<file path="src/rtl/program_loader_pkg.sv">
// Shared types and frame field widths for the serial program loader.
package program_loader_pkg;

  localparam logic [7:0] SYNC_BYTE_DEFAULT = 8'hA5;
  localparam int         COUNT_W           = 16;
  localparam int         WORD_W            = 32;

  typedef enum logic [2:0] {
    S_IDLE,
    S_LEN0,
    S_LEN1,
    S_DATA,
    S_CHECK,
    S_LOADED,
    S_FAIL
  } state_t;

endpackage

</file>
<file path="src/rtl/program_loader_if.sv">
// Byte receive strobe in, instruction-memory write port and core control out.
interface program_loader_if;
  import program_loader_pkg::*;

  // RX side: RX_VALID is a one-cycle strobe with no back-pressure; a byte is
  // taken in exactly the cycle it is strobed. Write side: PROGB low for one
  // cycle qualifies INPUT_ADDRESS/INPUT_INSTRUCTION.
  logic              RX_VALID;
  logic [7:0]        RX_DATA;
  logic              PROGB;
  logic [WORD_W-1:0] INPUT_INSTRUCTION;
  logic [31:0]       INPUT_ADDRESS;
  logic              CPU_RESET;
  logic              DONE;
  logic              ERROR;

  modport master (
    input  RX_VALID, RX_DATA,
    output PROGB, INPUT_INSTRUCTION, INPUT_ADDRESS, CPU_RESET, DONE, ERROR
  );

  modport slave (
    output RX_VALID, RX_DATA,
    input  PROGB, INPUT_INSTRUCTION, INPUT_ADDRESS, CPU_RESET, DONE, ERROR
  );

endinterface

</file>
<file path="src/rtl/program_loader_word_asm.sv">
// Little-endian byte-to-word assembler; word_ready fires on the 4th byte strobe.
module loader_word_asm
  import program_loader_pkg::*;
(
  input  logic              CLK,
  input  logic              RESET,
  input  logic              clr,
  input  logic              byte_valid,
  input  logic [7:0]        byte_in,
  output logic              word_ready,
  output logic [WORD_W-1:0] word_out
);

  logic [1:0]        byte_cnt_q;
  logic [WORD_W-1:0] asm_q;

  // word_out already contains the incoming byte, so on the 4th strobe it is
  // the complete word and can be registered by the caller on the same edge.
  always_comb begin
    word_out                   = asm_q;
    word_out[8*byte_cnt_q +: 8] = byte_in;
    word_ready                 = byte_valid && (byte_cnt_q == 2'd3);
  end

  always_ff @(posedge CLK) begin
    if (RESET || clr) begin
      byte_cnt_q <= 2'd0;
      asm_q      <= '0;
    end else if (byte_valid) begin
      asm_q      <= word_out;
      byte_cnt_q <= byte_cnt_q + 2'd1;
    end
  end

endmodule

</file>
<file path="src/rtl/program_loader.sv">
// Serial frame loader writing words into instruction memory while holding the core in reset.
// Optional trailing XOR checksum byte enabled by PROGRAM_LOADER_CHECKSUM_EN.
module program_loader
  import program_loader_pkg::*;
#(
  parameter int         MAX_WORDS = 1024,
  parameter logic [7:0] SYNC_BYTE = SYNC_BYTE_DEFAULT,
  parameter logic [31:0] BASE_ADDR = 32'h0000_0000
) (
  input  logic              CLK,
  input  logic              RESET,
  program_loader_if.master  bus,
  output state_t            state_dbg
);

  state_t             state_q, state_d;
  logic [7:0]         len_lo_q;
  logic [COUNT_W-1:0] count_q;
  logic [COUNT_W-1:0] index_q;
  logic               progb_q;
  logic [WORD_W-1:0]  instr_q;
  logic [31:0]        addr_q;
`ifdef PROGRAM_LOADER_CHECKSUM_EN
  logic [7:0]         chk_q;
`endif

  logic               is_sync, start, len_bad, last_word;
  logic               asm_valid, word_ready;
  logic [WORD_W-1:0]  word;
  logic [COUNT_W-1:0] len_n;

  assign is_sync   = bus.RX_VALID && (bus.RX_DATA == SYNC_BYTE);
  assign start     = is_sync && (state_q == S_IDLE || state_q == S_LOADED || state_q == S_FAIL);
  assign len_n     = {bus.RX_DATA, len_lo_q};
  assign len_bad   = (len_n == '0) || (32'(len_n) > 32'(MAX_WORDS));
  assign asm_valid = bus.RX_VALID && (state_q == S_DATA);
  assign last_word = word_ready && (index_q == count_q - 16'd1);

  loader_word_asm u_word_asm (
    .CLK        (CLK),
    .RESET      (RESET),
    .clr        (state_q != S_DATA),
    .byte_valid (asm_valid),
    .byte_in    (bus.RX_DATA),
    .word_ready (word_ready),
    .word_out   (word)
  );

  always_ff @(posedge CLK) begin
    if (RESET) state_q <= S_IDLE;
    else       state_q <= state_d;
  end

  always_comb begin
    state_d = state_q;
    case (state_q)
      S_IDLE:   if (is_sync) state_d = S_LEN0;
      S_LEN0:   if (bus.RX_VALID) state_d = S_LEN1;
      S_LEN1:   if (bus.RX_VALID) state_d = len_bad ? S_FAIL : S_DATA;
`ifdef PROGRAM_LOADER_CHECKSUM_EN
      S_DATA:   if (last_word) state_d = S_CHECK;
      S_CHECK:  if (bus.RX_VALID) state_d = (bus.RX_DATA == chk_q) ? S_LOADED : S_FAIL;
`else
      S_DATA:   if (last_word) state_d = S_LOADED;
      S_CHECK:  state_d = S_FAIL;
`endif
      S_LOADED: if (is_sync) state_d = S_LEN0;
      S_FAIL:   if (is_sync) state_d = S_LEN0;
      default:  state_d = S_IDLE;
    endcase
  end

  always_comb begin
    bus.PROGB             = progb_q;
    bus.INPUT_INSTRUCTION = instr_q;
    bus.INPUT_ADDRESS     = addr_q;
    bus.CPU_RESET         = (state_q != S_LOADED);
    bus.DONE              = (state_q == S_LOADED);
    bus.ERROR             = (state_q == S_FAIL);
    state_dbg             = state_q;
  end

  // Write port is registered: the edge that takes the 4th byte launches the
  // one-cycle PROGB=0 write, and the next byte can arrive in that same cycle.
  always_ff @(posedge CLK) begin
    if (RESET) begin
      progb_q  <= 1'b1;
      instr_q  <= '0;
      addr_q   <= BASE_ADDR;
      index_q  <= '0;
      count_q  <= '0;
      len_lo_q <= '0;
`ifdef PROGRAM_LOADER_CHECKSUM_EN
      chk_q    <= '0;
`endif
    end else begin
      progb_q <= 1'b1;
      if (start) begin
        index_q <= '0;
`ifdef PROGRAM_LOADER_CHECKSUM_EN
        chk_q   <= '0;
`endif
      end
      if (state_q == S_LEN0 && bus.RX_VALID) len_lo_q <= bus.RX_DATA;
      if (state_q == S_LEN1 && bus.RX_VALID) count_q  <= len_n;
`ifdef PROGRAM_LOADER_CHECKSUM_EN
      if (asm_valid) chk_q <= chk_q ^ bus.RX_DATA;
`endif
      if (word_ready) begin
        progb_q <= 1'b0;
        instr_q <= word;
        addr_q  <= BASE_ADDR + 32'({index_q, 2'b00});
        index_q <= index_q + 16'd1;
      end
    end
  end

endmodule

</file>
<file path="src/flat_wrapper.sv">
// flat-port wrapper written by rule: the top's interface ports become plain ports
module program_loader_flat import program_loader_pkg::*;
#(
  parameter int         MAX_WORDS = 1024,
  parameter logic [7:0] SYNC_BYTE = SYNC_BYTE_DEFAULT,
  parameter logic [31:0] BASE_ADDR = 32'h0000_0000
)
  (CLK, RESET, state_dbg, bus_RX_VALID, bus_RX_DATA, bus_PROGB, bus_INPUT_INSTRUCTION, bus_INPUT_ADDRESS, bus_CPU_RESET, bus_DONE, bus_ERROR);
  program_loader_if bus_i ();
  input  logic CLK;
  input  logic RESET;
  output state_t state_dbg;
  input wire logic [$bits(bus_i.RX_VALID)-1:0] bus_RX_VALID;
  input wire logic [$bits(bus_i.RX_DATA)-1:0] bus_RX_DATA;
  output wire logic [$bits(bus_i.PROGB)-1:0] bus_PROGB;
  output wire logic [$bits(bus_i.INPUT_INSTRUCTION)-1:0] bus_INPUT_INSTRUCTION;
  output wire logic [$bits(bus_i.INPUT_ADDRESS)-1:0] bus_INPUT_ADDRESS;
  output wire logic [$bits(bus_i.CPU_RESET)-1:0] bus_CPU_RESET;
  output wire logic [$bits(bus_i.DONE)-1:0] bus_DONE;
  output wire logic [$bits(bus_i.ERROR)-1:0] bus_ERROR;
  assign bus_i.RX_VALID = bus_RX_VALID;
  assign bus_i.RX_DATA = bus_RX_DATA;
  assign bus_PROGB = bus_i.PROGB;
  assign bus_INPUT_INSTRUCTION = bus_i.INPUT_INSTRUCTION;
  assign bus_INPUT_ADDRESS = bus_i.INPUT_ADDRESS;
  assign bus_CPU_RESET = bus_i.CPU_RESET;
  assign bus_DONE = bus_i.DONE;
  assign bus_ERROR = bus_i.ERROR;
  program_loader #(.MAX_WORDS(MAX_WORDS), .SYNC_BYTE(SYNC_BYTE), .BASE_ADDR(BASE_ADDR)) u_core (.CLK(CLK), .RESET(RESET), .bus(bus_i), .state_dbg(state_dbg));
endmodule
</file>
<file path="config.mk">
export PLATFORM = sky130hd
export DESIGN_NAME = program_loader_flat
export DESIGN_NICKNAME = d
export VERILOG_FILES = /design/src/rtl/program_loader_pkg.sv /design/src/rtl/program_loader_if.sv /design/src/rtl/program_loader_word_asm.sv /design/src/rtl/program_loader.sv /design/src/flat_wrapper.sv
export SDC_FILE = /design/constraint.sdc
export NUM_CORES = 1
export LEC_CHECK = 0
export CORE_MARGIN = 4
export CORE_UTILIZATION = 55
export CTS_BUF_LIST = sky130_fd_sc_hd__clkbuf_16
export DETAILED_ROUTE_END_ITERATION = 8
export PLACE_DENSITY = 0.84
export SYNTH_ARGS = -nofsm -noshare
export SYNTH_HDL_FRONTEND = slang
export SYNTH_HIERARCHICAL = 1
export SYNTH_SLANG_ARGS = --single-unit
export TNS_END_PERCENT = 20
</file>
<file path="constraint.sdc">
create_clock -name CLK -period 3.5 [get_ports CLK]
set_input_delay 0.525 -clock CLK [delete_from_list [all_inputs] [get_ports CLK]]
set_output_delay 0.525 -clock CLK [all_outputs]
set_load 0.01 [all_outputs]
</file>
==> results.py, run 1 <==
metrics = {
    "flow_run": {
        "maxCapViolCount": 0,
    },
    "placement": {
        "hpwl_um": 10500,
        "dp_slack_ns": 0.642,
        "gp_congestion": 0.932,
        "port_buffers": 65,
    },
    "clock_tree": {
        "cts_hold_buf": 0,
        "numCtsBuffers": 17,
        "post_cts_buffers": 0,
        "clk_path_buf_depth": 2,
        "post_cts_resized": 0,
        "cts_root_buffer": "clkbuf_16",
        "h-tree-depth": 4,
        "clk_pin_slew_ns": 0.06,
        "cts_tree": "done",
        "clock_latency_ns": 0.42,
        "cts_sinks": 126,
    },
    "worst_hold_path": {
        "hp-start": "u_core/u_word_asm/asm_q[9]",
        "hold_class": "reg2reg",
    },
    "floorplan": {
        "rows": 38,
        "die_y_um": 113,
        "fp.dieW_um": 113,
        "die_area_um2": 12900,
        "coreArea_um2": 10900,
        "start_util_pct": 56.2,
        "num_io_pins": 82,
    },
    "synth": {
        "ys_seq_area_share_pct": 41.2,
        "syn-cell-area_um2": 6120,
        "ys_warn_count": 6,
        "synthArstFlopShare_pct": 0,
        "synth_edf_count": 0,
        "ys_types": 64,
        "postSynthAreaPerCell_um2": 8.61,
        "ys_ff_latch": 126,
        "ys.flop_type": "dfxtp_1",
        "syn_inst": 711,
    },
    "worst_setup_path": {
        "cp_slowest_stage_delay_ns": 0.54,
        "cp_common_cell": "nor2_1",
        "rr_startpoint": "u_core/state_dbg[1]",
        "critical_path_class": "reg2reg",
        "worstPathRequired_ns": 3.79,
        "path_cells": "inv_1 > nor2_1 > and3_1 > and2_2 > buf_4 > a21oi_1 > a22oi_1 > nor2_1",
        "path_max_fanout": 44,
        "cp.arrival_ns": 3.09,
        "crit_family": "simple AND/OR/NAND/NOR gates",
        "path_buf_inv": 2,
        "crit_path_top_delay_cell": "buf_4",
        "worst_setup_path_start_kind": "flop",
        "setup.worst_path.start": "u_core/state_dbg[1]",
        "end_kind": "flop",
    },
    "sta": {
        "period_share_pct": 80.1,
        "timing.fmax_mhz": 357,
        "finalSetupViolCount": 0,
        "hold_violations": 0,
        "tns_ns": 0,
        "drv_slew": 0,
        "post-route-min-period_ns": 2.80,
        "layout_setup_ws_ns": 0.697,
        "slew-limit-headroom_pct": 51.6,
        "tightest_slew_ns": 0.725,
        "rsz0062_at_grt": "false",
        "skew_ns": 0.00755,
    },
    "route": {
        "wl_per_cell_um": 17.3,
        "ant_nets": 0,
        "vias": 5334,
        "drtIter0Drc": 430,
        "wirelength_um": 15600,
        "dr.pass1.iters": 5,
        "drc": 0,
        "avgViaCountPerCell": 5.89,
    },
    "power": {
        "irDropWorstVdd_v": 0.000398,
        "power.density_nw_per_um2": 439,
        "p_leak_nw": 2.49,
        "p_total_mw": 3.18,
    },
    "layout": {
        "n_fill_cell": 887,
        "finalNetCount": 770,
        "antennaDiodeCount": 0,
        "area_growth_pct": 18.3,
        "drive_gt1_share_pct": 7.71,
    },
    "global_route": {
        "antenna_found_initial": 0,
        "grt_max_degree": 45,
        "grt_pass1_vias": 5150,
        "grt_pass1_wl_um": 25100,
        "overflow": 0,
        "grt_usage_pct": 24.4,
    },
    "run_status": {
        "outcome": "finished clean",
    },
}
-- registers in the layout, summed over array words and instances (netlist names) --
register                      count
u_core/len_lo_q                   8
u_core/bus.INPUT_ADDRESS         16
u_core/state_dbg                  3
u_core/bus.INPUT_INSTRUCTION     32
u_core/index_q                   16
u_core/u_word_asm/asm_q          32
u_core/count_q                   16
u_core/bus.PROGB                  1
u_core/u_word_asm/byte_cnt_q      2
-- kinds of logic after synthesis --
kind of cell,Yosys count,synth area share (%)
XOR/XNOR,35,5.01
adder cells (fa/ha/maj),8,1.59
buffers and inverters,91,7.62
AO/OA/AOI/OAI,130,14.8
multiplexers,51,8.34
flip-flops,126,41.2
other,1,0.0613
AND/OR/NAND/NOR,269,21.3
-- routing by layer --
| metal | up-vias | share of wire (%) | routed length, µm | global-route usage [%] |
|---|---|---|---|---|
| li1 | 2535 | - | - | - |
| met1 | 2527 | 40 | 6270 | 27.8 |
| met2 | 224 | 50 | 7750 | 42.0 |
| met3 | 48 | 6.4 | 1000 | 6.47 |
| met4 | 0 | 3.7 | 583 | 12.6 |
| met5 | - | 0 | 0 | 0 |
-- cells in the final DEF (no fill, tap or decap), drive strengths merged, types with 3 or more instances in the layout --
| cell | synthesis | layout |
|---|---|---|
| o21ai | 9 | 9 |
| mux2i | 51 | 51 |
| nand3 | 15 | 15 |
| nor4 | 9 | 9 |
| nor2 | 79 | 79 |
| o31ai | 4 | 4 |
| a32o | 7 | 7 |
| and3 | 6 | 6 |
| nand2 | 99 | 99 |
| conb | 1 | 16 |
| or2 | 3 | 3 |
| a32oi | 8 | 8 |
| nand4 | 13 | 13 |
| and2 | 3 | 3 |
| clkinv | 1 | 7 |
| nand4b | 10 | 10 |
| inv | 18 | 23 |
| clkbuf | 32 | 17 |
| dfxtp | 126 | 126 |
| nand2b | 3 | 3 |
| xor2 | 14 | 14 |
| clkdlybuf4s50 | 0 | 64 |
| nand3b | 3 | 3 |
| nor3 | 11 | 11 |
| ha | 7 | 7 |
| buf | 40 | 15 |
| xnor2 | 21 | 21 |
| a22oi | 7 | 7 |
| a21oi | 51 | 51 |
| a22o | 22 | 22 |
| nor2b | 3 | 3 |
| or3 | 3 | 3 |
| clkinvlp | 0 | 4 |
-- area by class of cell --
class	instances	area (µm²)	share of cell area (%)
clock inverter	15	100	1.38
tap	140	175	2.42
sequential	126	2520	34.8
timing repair buffer	79	751	10.4
multi-input combinational	509	3200	44.1
inverter	19	71.3	0.985
clock buffer	17	425	5.88
-- through the flow --
stage	cell area (µm²)	utilization, %	cells	hold WS, ns
after floorplan	6180	-	726	0.425
after global placement	6720	61.7	873	0.433
after detailed placement	6720	61.7	873	0.446
after CTS	7240	66.5	905	0.453
after global routing	7240	66.5	905	0.477
final	7240	66.5	905	0.455
-- cell usage after synthesis, types with 10 or more instances --
master    instances  area share [%]
dfxtp_1         126              41
nand2_1          99             6.1
nor2_1           79             4.8
a21oi_1          51             4.2
mux2i_1          51             8.3
clkbuf_1         31             1.9
buf_4            25             3.1
a22o_1           22             3.1
xnor2_1          21             3.0
inv_1            17             1.0
nand3_1          15             1.2
xor2_1           14             2.0
nand4_1          13             1.3
buf_2            12            0.98
nand4b_1         10             1.4
-- power breakdown --
group,switching [mW],internal [mW],total [mW],leakage [nW]
registers,0.0189,1.44,1.46,1.01
clock network,0.651,0.898,1.55,0.256
logic,0.103,0.0606,0.163,1.22
total,0.773,2.40,3.18,2.49
-- worst min-delay path: stages (launching register included) --
cell and delay, ns:
dfxtp_1 0.31, nand2_1 0.05, a21oi_1 0.05
-- worst paths after layout --
| kind | to | depth (start not counted) | slack (ns) |
|---|---|---|---|
| max reg2reg | u_core/index_q[8] | 8 | 0.70 |
| max | u_core/index_q[8] | 8 | 0.70 |
| min reg2reg | u_core/u_word_asm/asm_q[9] | 2 | 0.45 |
| min | u_core/u_word_asm/asm_q[9] | 2 | 0.45 |
(Power assumes the default switching activity.)
==> run 2, diff against run 1 <==
clock period = 2.6 ns   (was 3.5 ns; I/O delays follow)
==> results.py, run 2 (synthesis gave the netlist of run 1 again) <==
metrics = {
    "power": {
        "irDropWorstVdd_v": 0.000793,
        "pwr-share-seq_pct": 41.1,
        "intPower_mw": 3.66,
        "p_leak_nw": 2.62,
        "switching_share_pct": 23.1,
        "p_switching_mw": 1.10,
        "pwr-share-clk_pct": 53.6,
        "power.density_nw_per_um2": 638,
        "combPwrFrac_pct": 5.3,
    },
    "placement": {
        "hpwl_um": 10900,
        "dp.cells": 888,
        "gp_congestion": 0.913,
        "port_buffers": 65,
        "placed_area_um2": 6830,
        "dp_slack_ns": 0.0637,
    },
    "floorplan": {
        "fp.dieW_um": 113,
        "num_io_pins": 82,
        "coreArea_um2": 10900,
        "die_y_um": 113,
        "start_util_pct": 56.2,
        "rows": 38,
        "die_area_um2": 12900,
    },
    "worst_hold_path": {
        "hold_class": "in2reg",
    },
    "worst_setup_path": {
        "path_cells": "ha_1 > and2_2 > nand2_1 > nor4_1 > nand3_1 > o211ai_1 > o31ai_1 > and2_1",
        "reg2reg_slack_ns": 0.21,
        "worstPathRequired_ns": 2.91,
        "rr_startpoint": "u_core/u_word_asm/byte_cnt_q[0]",
        "setup.worst_path.start": "u_core/u_word_asm/byte_cnt_q[0]",
        "cp.arrival_ns": 2.70,
        "critical_path_class": "reg2reg",
        "crit_family": "simple AND/OR/NAND/NOR gates",
        "reg2regPathDepth": 8,
        "end_kind": "flop",
        "path_buf_inv": 0,
        "worst_setup_path_start_kind": "flop",
        "crit_end": "u_core/index_q[13]",
        "path_max_fanout": 7,
        "crit_cells": 8,
        "cp_slowest_stage_delay_ns": 0.49,
        "crit_path_top_delay_cell": "dfxtp_1",
        "worstReg2RegEnd": "u_core/index_q[13]",
    },
    "global_route": {
        "grt_usage_pct": 25.8,
        "antenna_found_initial": 0,
        "grt.met3_usage_pct": 7.21,
        "grt_pass1_vias": 5361,
        "gr-usage-met2_pct": 43.1,
        "grt_max_degree": 42,
        "grt_pass1_wl_um": 26500,
        "use_met1_pct": 29.8,
        "busiest_layer": "met2",
        "overflow": 0,
    },
    "clock_tree": {
        "h-tree-depth": 4,
        "cts_root_buffer": "clkbuf_16",
        "clock_latency_ns": 0.42,
        "cts_hold_buf": 0,
        "post_cts_resized": 0,
        "clk_path_buf_depth": 2,
        "clk_pin_slew_ns": 0.06,
        "cts_tree": "done",
        "cts_sinks": 126,
        "numCtsBuffers": 17,
        "post_cts_buffers": 0,
    },
    "layout": {
        "design_area_um2": 7460,
        "area_growth_pct": 21.9,
        "drive_gt1_share_pct": 9.74,
        "finalNetCount": 785,
        "final_common_cell": "dfxtp_1",
        "antennaDiodeCount": 0,
        "layout_common_cells": "dfxtp_1, nand2_1, nor2_1",
        "fin_cells": 920,
    },
    "sta": {
        "tightest_slew_ns": 0.636,
        "timing.fmax_mhz": 419,
        "slew-limit-headroom_pct": 57.5,
        "drv_slew": 0,
        "hold_violations": 0,
        "rsz0062_at_grt": "false",
        "period_share_pct": 91.8,
        "tns_ns": 0,
        "finalSetupViolCount": 0,
        "layout_setup_ws_ns": 0.214,
        "post-route-min-period_ns": 2.39,
        "fin_hold_ws_ns": 0.408,
        "skew_ns": 0.00599,
    },
    "run_status": {
        "outcome": "finished clean",
    },
    "route": {
        "vias": 5437,
        "drtIter0Drc": 431,
        "wl_per_cell_um": 17.8,
        "wirelength_um": 16300,
        "avgViaCountPerCell": 5.91,
        "drc": 0,
        "dr.pass1.iters": 5,
        "ant_nets": 0,
    },
    "flow_run": {
        "maxCapViolCount": 0,
    },
}
==> run 2: per-layer routing <==
layer / up-vias / part of all wire (%)
met5: - / 0
met1: 2597 / 40
met4: 0 / 4.2
met2: 216 / 49
li1: 2572 / -
met3: 52 / 6.2
==> run 2: stage by stage <==
| step | power [mW] | util [%] |
|---|---|---|
| floorplan | 2.17 | - |
| global placement | 2.23 | 62.7 |
| detailed placement | 2.24 | 62.7 |
| CTS | 4.77 | 68.5 |
| global route | 4.90 | 68.5 |
| finish | 4.76 | 68.5 |
==> run 2: how the worst min path moves through the flow <==
stage | from | endpoint | slack, ns | depth (start not counted)
floorplan | u_core/u_word_asm/asm_q[26] | u_core/u_word_asm/asm_q[26] | 0.42 | 2
global placement | u_core/u_word_asm/asm_q[26] | u_core/u_word_asm/asm_q[26] | 0.44 | 2
detailed placement | u_core/u_word_asm/asm_q[9] | u_core/u_word_asm/asm_q[9] | 0.45 | 2
CTS | RESET | u_core/bus.PROGB | 0.38 | 3
global route | RESET | u_core/bus.PROGB | 0.46 | 3
finish | RESET | u_core/bus.PROGB | 0.41 | 3
==> run 2: area by class of cell <==
cell class / count / area, µm²
inverter: 19 / 71.3
sequential: 126 / 2520
timing repair buffer: 94 / 863
multi-input combinational: 509 / 3200
clock inverter: 15 / 210
fill: 827 / 3420
clock buffer: 17 / 425
tap: 140 / 175
==> run 2: worst min-delay path: stages <==
cell	delay, ns
buf_2	0.16
inv_1	0.15
nand2_1	0.09
==> run 2: power groups by stage <==
stage	logic (mW)	registers (mW)	clock network [mW]
2_1_floorplan	0.165	2.00	0
3_3_place_gp	0.235	2.00	0
3_5_place_dp	0.243	2.00	0
4_1_cts	0.246	1.96	2.57
5_1_grt	0.269	1.96	2.67
6_report	0.252	1.96	2.55
